==> src/rtl/key_debounce_array.sv <==
// key_debounce_array: per-channel two-flop sync, debounce filter, press/release/long-press pulses.
// Channel state is the registered key_level bit itself; any_pressed tracks it on the same edge.
module key_debounce_array #(
    parameter int N_KEYS   = 5,
    parameter int CNT_MAX  = 40000,
    parameter int LONG_MAX = 100000000
) (
    input  logic              clk,
    input  logic              rst,
    input  logic [N_KEYS-1:0] key,
    output logic [N_KEYS-1:0] key_level,
    output logic [N_KEYS-1:0] press_pulse,
    output logic [N_KEYS-1:0] release_pulse,
    output logic [N_KEYS-1:0] long_pulse,
    output logic              any_pressed
);
    localparam int CW = $clog2(CNT_MAX + 1);
    localparam int HW = $clog2(LONG_MAX + 1);

    logic [N_KEYS-1:0] acc;

    for (genvar g = 0; g < N_KEYS; g++) begin : g_ch
        logic          s1, s2, lvl, pp, rp, lp, mis;
        logic [CW-1:0] cnt;
        logic [HW-1:0] hold;
        // s2 low means pressed, so a mismatch is s2 equal to the stable level
        assign mis    = s2 == lvl;
        assign acc[g] = mis && cnt == CW'(CNT_MAX - 1);
        always_ff @(posedge clk or negedge rst) begin
            if (!rst) begin
                s1   <= 1'b1;
                s2   <= 1'b1;
                cnt  <= '0;
                lvl  <= 1'b0;
                pp   <= 1'b0;
                rp   <= 1'b0;
                lp   <= 1'b0;
                hold <= '0;
            end else begin
                s1   <= key[g];
                s2   <= s1;
                cnt  <= (mis && !acc[g]) ? cnt + CW'(1) : '0;
                lvl  <= lvl ^ acc[g];
                pp   <= acc[g] & ~lvl;
                rp   <= acc[g] & lvl;
                lp   <= !acc[g] && lvl && hold == HW'(LONG_MAX - 1);
                hold <= acc[g] ? '0 : (lvl && hold != HW'(LONG_MAX)) ? hold + HW'(1) : hold;
            end
        end
        assign key_level[g]     = lvl;
        assign press_pulse[g]   = pp;
        assign release_pulse[g] = rp;
        assign long_pulse[g]    = lp;
    end

    always_ff @(posedge clk or negedge rst) begin
        if (!rst) any_pressed <= 1'b0;
        else      any_pressed <= |(key_level ^ acc);
    end
endmodule

==> config.mk <==
export PLATFORM = sky130hd
export DESIGN_NAME = key_debounce_array
export DESIGN_NICKNAME = d
export VERILOG_FILES = /design/src/rtl/key_debounce_array.sv
export SDC_FILE = /design/constraint.sdc
export NUM_CORES = 1
export LEC_CHECK = 0
export CORE_MARGIN = 4
export CORE_UTILIZATION = 50
export CTS_BUF_LIST = sky130_fd_sc_hd__clkbuf_4 sky130_fd_sc_hd__clkbuf_8
export CTS_CLUSTER_DIAMETER = 80
export CTS_CLUSTER_SIZE = 10
export DETAILED_ROUTE_END_ITERATION = 12
export GPL_ROUTABILITY_DRIVEN = 0
export PLACE_DENSITY = 0.66
export SLEW_MARGIN = 20
export SYNTH_ARGS = -nofsm -noshare
export SYNTH_HDL_FRONTEND = slang
export SYNTH_SLANG_ARGS = --single-unit
export TNS_END_PERCENT = 10
==> constraint.sdc <==
create_clock -name clk -period 6.1 [get_ports clk]
set_input_delay 0.915 -clock clk [delete_from_list [all_inputs] [get_ports clk]]
set_output_delay 0.915 -clock clk [all_outputs]
set_load 0.1 [all_outputs]
==> results of run 1 <==
-- layout by cell type (no fill, tap or decap), types with 3 or more instances in the layout --
cell type / n
dfrtp_1: 236
nor2_1: 214
xor2_1: 105
nand2_1: 99
nand4_1: 81
nand3_1: 72
xnor2_1: 64
and3_1: 41
nor3_1: 39
inv_1: 35
clkbuf_8: 29
clkdlybuf4s50_1: 26
or3_1: 25
a21oi_1: 25
or4_1: 25
clkbuf_4: 21
o21ai_0: 20
nor4_1: 18
ha_1: 18
and2_1: 15
and4_1: 11
nor4b_1: 10
dfstp_2: 10
o211ai_1: 8
or4b_1: 7
o31ai_1: 6
buf_4: 5
mux2i_1: 4
or4b_2: 4
nor2b_1: 4
nand2b_1: 3
or2_2: 3
nand4b_1: 3
-- kinds of logic after synthesis --
| family | Yosys count |
|---|---|
| fa+ha+maj | 18 |
| simple gates | 687 |
| buf+inv | 92 |
| xor+xnor | 169 |
| flops | 246 |
| mux | 6 |
| compound gates | 68 |
-- where the power goes --
group | switching [W] | total (W) | internal [W]
clock network | 0.000568 | 0.00118 | 0.000609
registers | 0.00000959 | 0.00165 | 0.00164
logic | 0.0000474 | 0.0000617 | 0.0000143
-- worst paths after layout --
path,startpoint,to,slack (ps),cells after the start
max in group asynchronous,rst,g_ch[3].hold[2],4300,2
min in group asynchronous,rst,g_ch[4].cnt[4],420,1
hold reg to reg,g_ch[1].s1,g_ch[1].s2,360,0
hold / removal,g_ch[1].s1,g_ch[1].s2,360,0
setup / recovery,g_ch[2].lvl,key_level[2],2800,1
setup reg to reg,g_ch[0].cnt[6],g_ch[0].hold[0],3220,5
-- metal layers --
metal	share of wire, %	vias to the layer above	track usage [%]
met3	3.3	42	2.88
met4	2.0	0	4.31
met2	45	103	27.5
met1	50	4316	26.5
li1	-	4458	-
met5	0	-	0
-- cell type report --
cell class | instances | area (um2)
Clock buffer | 50 | 557
Fill cell | 2198 | 11000
Clock inverter | 1 | 30.0
Sequential cell | 246 | 6170
Multi-Input combinational cell | 948 | 5730
Tap cell | 324 | 405
Inverter | 35 | 131
Timing Repair Buffer | 32 | 313
-- through the flow --
step	power, W	area [um2]	worst slack [ps]	utilization (%)
2_1_floorplan	0.00171	12300	3390	-
3_3_place_gp	0.00175	12700	3250	52.4
3_5_place_dp	0.00175	12700	3200	52.4
4_1_cts	0.00295	13300	2760	54.8
5_1_grt	0.00303	13300	2670	54.8
6_report	0.00289	13300	2800	54.8
-- state kept, by name, indices dropped and copies added (netlist names) --
name,count
g_ch.s1,5
g_ch.s2,5
g_ch.pp,5
g_ch.cnt,80
g_ch.hold,135
any_pressed,1
g_ch.rp,5
g_ch.lvl,5
g_ch.lp,5
==> flow_summary.ini, run 1 <==
[outcome]
outcome = completed

[logic_synthesis]
ys_top_cells_by_count = dfrtp_1 (236), nor2_1 (215), xor2_1 (105)
synthXorXnorAreaFrac_pct = 12.0
synthDistinctLibCells = 50
yosysSeqAreaShare_pct = 50.0
dominantRegCellSynth = dfrtp_1
synth-async-reset-ratio_pct = 100
synth_nets = 1311
synthTopCellsByArea = dfrtp_1 (48%), xor2_1 (7.5%), nor2_1 (6.5%)
synth_edf_count = 0
yosys.area.top_type = dfrtp_1
synthAdderAreaFrac_pct = 1.83
ys_ff_latch = 246
synth_top_family_by_area = simple AND/OR/NAND/NOR gates
yosysTopAreaCellShare_pct = 47.9
synthMuxAreaShare_pct = 0.507
synthSimpleGateAreaFrac_pct = 28.8
syn_avg_cell_area_um2 = 9.59
synthCells = 1286
ys_warn_count = 0
synth_compound_area_share_pct = 3.25
syn_area_um2 = 12300
yosysMostFrequentCell = dfrtp_1

[floorplanning]
fp.coreArea_um2 = 24300
start_util_pct = 50.7
fp.dieW_um = 165
rows = 57
io_pins = 28
die_area_um2 = 27200
die_height_um = 165

[sta]
fin_crit_sh_pct = 54.1
tightestPinTransition_ps = 1040
holdWs_ps = 360
rsz0062_at_grt = false
max_freq_mhz = 303
fin_skew_ps = 14.5
report.final.hold_viol_count = 0
setup_viol = 0
timing.setup.tns_ps = 0
finalCriticalPeriod_ps = 3300
slew_violations = 0
maxSlewHeadroom_pct = 30.1

[final_layout]
synthToLayoutAreaGrowth_pct = 8.12
instances_no_fill = 1636
diodes = 0
final_nets = 1316
drive_gt1_share_pct = 6.71

[grt]
grt_use_total_pct = 17.8
grt_pass1_wl_um = 41100
grt_pass1_vias = 8633
grt_max_degree = 115
antenna_found_initial = 0
globalRouteOverflowTotal = 0

[place]
io_buffer_count = 27
dp.cells = 1585
hpwl_um = 15300

[routing]
avgViaCountPerCell = 5.45
wl_um = 23600
post_drt_wl_per_cell_um = 14.4
initialDrtViolationCount = 729
vias = 8919
antenna_left = 0
drc = 0
drt-pass1-iter-count = 6

[power_and_ir_drop]
p_leak_nw = 5.78
ir_worst_vdd_uv = 142
powerDensity_nw_per_um2 = 217

[setup_path]
worstSetupStartpointType = register
crit_slowest_cell = clkdlybuf4s50_1
worstPathMaxFanout = 12
slowest_delay_ps = 1220
critPathCaptureType = output port
crit_arrival_ps = 2390
path_class = reg -> out
crit_chain = clkdlybuf4s50_1
required_ps = 5180
critPathTopFamily = buffers and inverters
path_buf_inv = 1

[clocking]
cts-root-buf = clkbuf_8
htree_num_levels = 1
cts_made_buffers = 28
max-clock-path-buffers = 3
cts_hold_buf = 0
cts_resized = 0
cts_tree = done
post_cts_buffers = 0
path_clk_slew_ps = 70
clk_latency_ps = 560
clock-sinks = 246

[min_path]
hp-class = reg -> reg

[run]
max_cap_viol_count = 0
(Power assumes the default switching activity.)
==> run 2, diff against run 1 <==
- PLACE_DENSITY: 0.66 -> 0.69
- clock period: 6.1 -> 2.8 ns (I/O delays scaled with it)
==> flow_summary.ini, run 2 (synthesis gave the netlist of run 1 again) <==
[sta]
max_freq_mhz = 401
fin_skew_ps = 30.0
setup_viol = 0
rsz0062_at_grt = false
timing.setup.tns_ps = 0
report.final.hold_viol_count = 0
fin_crit_sh_pct = 89.1
slew_violations = 0
finalCriticalPeriod_ps = 2500
tightestPinTransition_ps = 970
maxSlewHeadroom_pct = 34.3

[final_layout]
synthToLayoutAreaGrowth_pct = 9.09
final_common_cell = dfrtp_1
fin_area_um2 = 13500
final_nets = 1335
final_cell_mix = dfrtp_1 (236), nor2_1 (214), xor2_1 (105)
drive_gt1_share_pct = 9.53
largest_register_ffs = 135
top_regs = g_ch.hold x135, g_ch.cnt x80
diodes = 0
top_register = g_ch.hold

[floorplanning]
io_pins = 28
die_height_um = 165
rows = 57
start_util_pct = 50.7
fp.dieW_um = 165
die_area_um2 = 27200
fp.coreArea_um2 = 24300

[clocking]
max-clock-path-buffers = 3
cts_resized = 0
cts_made_buffers = 28
path_clk_slew_ps = 70
clk_latency_ps = 580
clock-sinks = 246
cts_tree = done
post_cts_buffers = 0
cts-root-buf = clkbuf_8
htree_num_levels = 1

[routing]
post_drt_wl_per_cell_um = 14.1
drc = 0
avgViaCountPerCell = 5.40
antenna_left = 0
drt-pass1-iter-count = 5
wl_um = 23400
initialDrtViolationCount = 534
vias = 8943

[setup_path]
worstSetupStartpointType = register
path_buf_inv = 1
r2r_cells = 5
cp.depth = 5
crit_arrival_ps = 2930
crit_chain = or4b_1 > or4_1 > nor2_2 > buf_4 > nor3_1
required_ps = 3240
critPathTopFamily = simple AND/OR/NAND/NOR gates
crit_slowest_cell = or4_1
slowest_delay_ps = 660
path_class = reg -> reg
critPathCaptureType = register
worstPathMaxFanout = 12

[grt]
grt_pass1_wl_um = 41400
grt_max_degree = 85
globalRouteOverflowTotal = 0
antenna_found_initial = 0
grt_use_total_pct = 17.8
grt_pass1_vias = 8812

[place]
place_area_um2 = 12900
io_buffer_count = 27
hpwl_um = 15800

[run]
max_cap_viol_count = 0

[power_and_ir_drop]
switchingPower_w = 0.00136
powerDensity_nw_per_um2 = 470
clkPwrFrac_pct = 40.8
sequentialPowerShare_pct = 57.0
p_leak_nw = 5.94
pwr-share-comb_pct = 2.2
p_int_w = 0.00496
switching_share_pct = 21.5
ir_worst_vdd_uv = 420

[min_path]
min_path_cells = 1
hp-class = in -> reg

[outcome]
outcome = completed
==> run 2: path summary, 6_finish.rpt <==
kind                                start                to  slack, ps
min reg2reg                    g_ch[1].s1        g_ch[1].s2        340
min                                key[0]        g_ch[0].s1        240
min in group asynchronous             rst  g_ch[3].hold[18]        430
max                        g_ch[1].cnt[6]   g_ch[1].hold[8]        300
max reg2reg                g_ch[1].cnt[6]   g_ch[1].hold[8]        300
max in group asynchronous             rst        g_ch[1].s1       1560
==> run 2: cell type report <==
class | count | area [um2]
clock inverter | 1 | 30.0
sequential | 246 | 6170
timing repair buffer | 51 | 430
inverter | 35 | 131
tap | 324 | 405
multi-input combinational | 948 | 5730
clock buffer | 51 | 564
fill | 2154 | 10900
==> run 2: per-stage QoR <==
step	power [W]	instances	setup slack, ps	utilization (%)	hold WS, ps
6_report	0.00632	1656	305	55.3	244
5_1_grt	0.00661	1656	167	55.3	212
4_1_cts	0.00644	1656	288	55.3	209
3_5_place_dp	0.00382	1603	304	52.8	348
3_3_place_gp	0.00382	1603	333	52.8	346
2_1_floorplan	0.00371	1286	85.0	-	124
==> run 2: metal layers <==
metal	up-vias	GRT usage [%]	part of all wire [%]
met5	-	0	0
met4	0	4.88	2.2
met3	35	2.73	3.0
met2	108	27.8	46
met1	4309	26.1	49
li1	4491	-	-
==> run 2: timing repair <==
item,in CTS,in global routing
hold buffers,1,0
endpoints found under the hold margin,74,0
endpoints found under the setup margin,0,0
==> run 2: power by group through the flow <==
stage               combinational (W)  sequential (W)  clock, W
floorplan                   0.0000484         0.00367         0
global placement             0.000148         0.00367         0
detailed placement           0.000149         0.00367         0
CTS                          0.000151         0.00360   0.00269
global route                 0.000170         0.00361   0.00283
finish                       0.000141         0.00360   0.00258
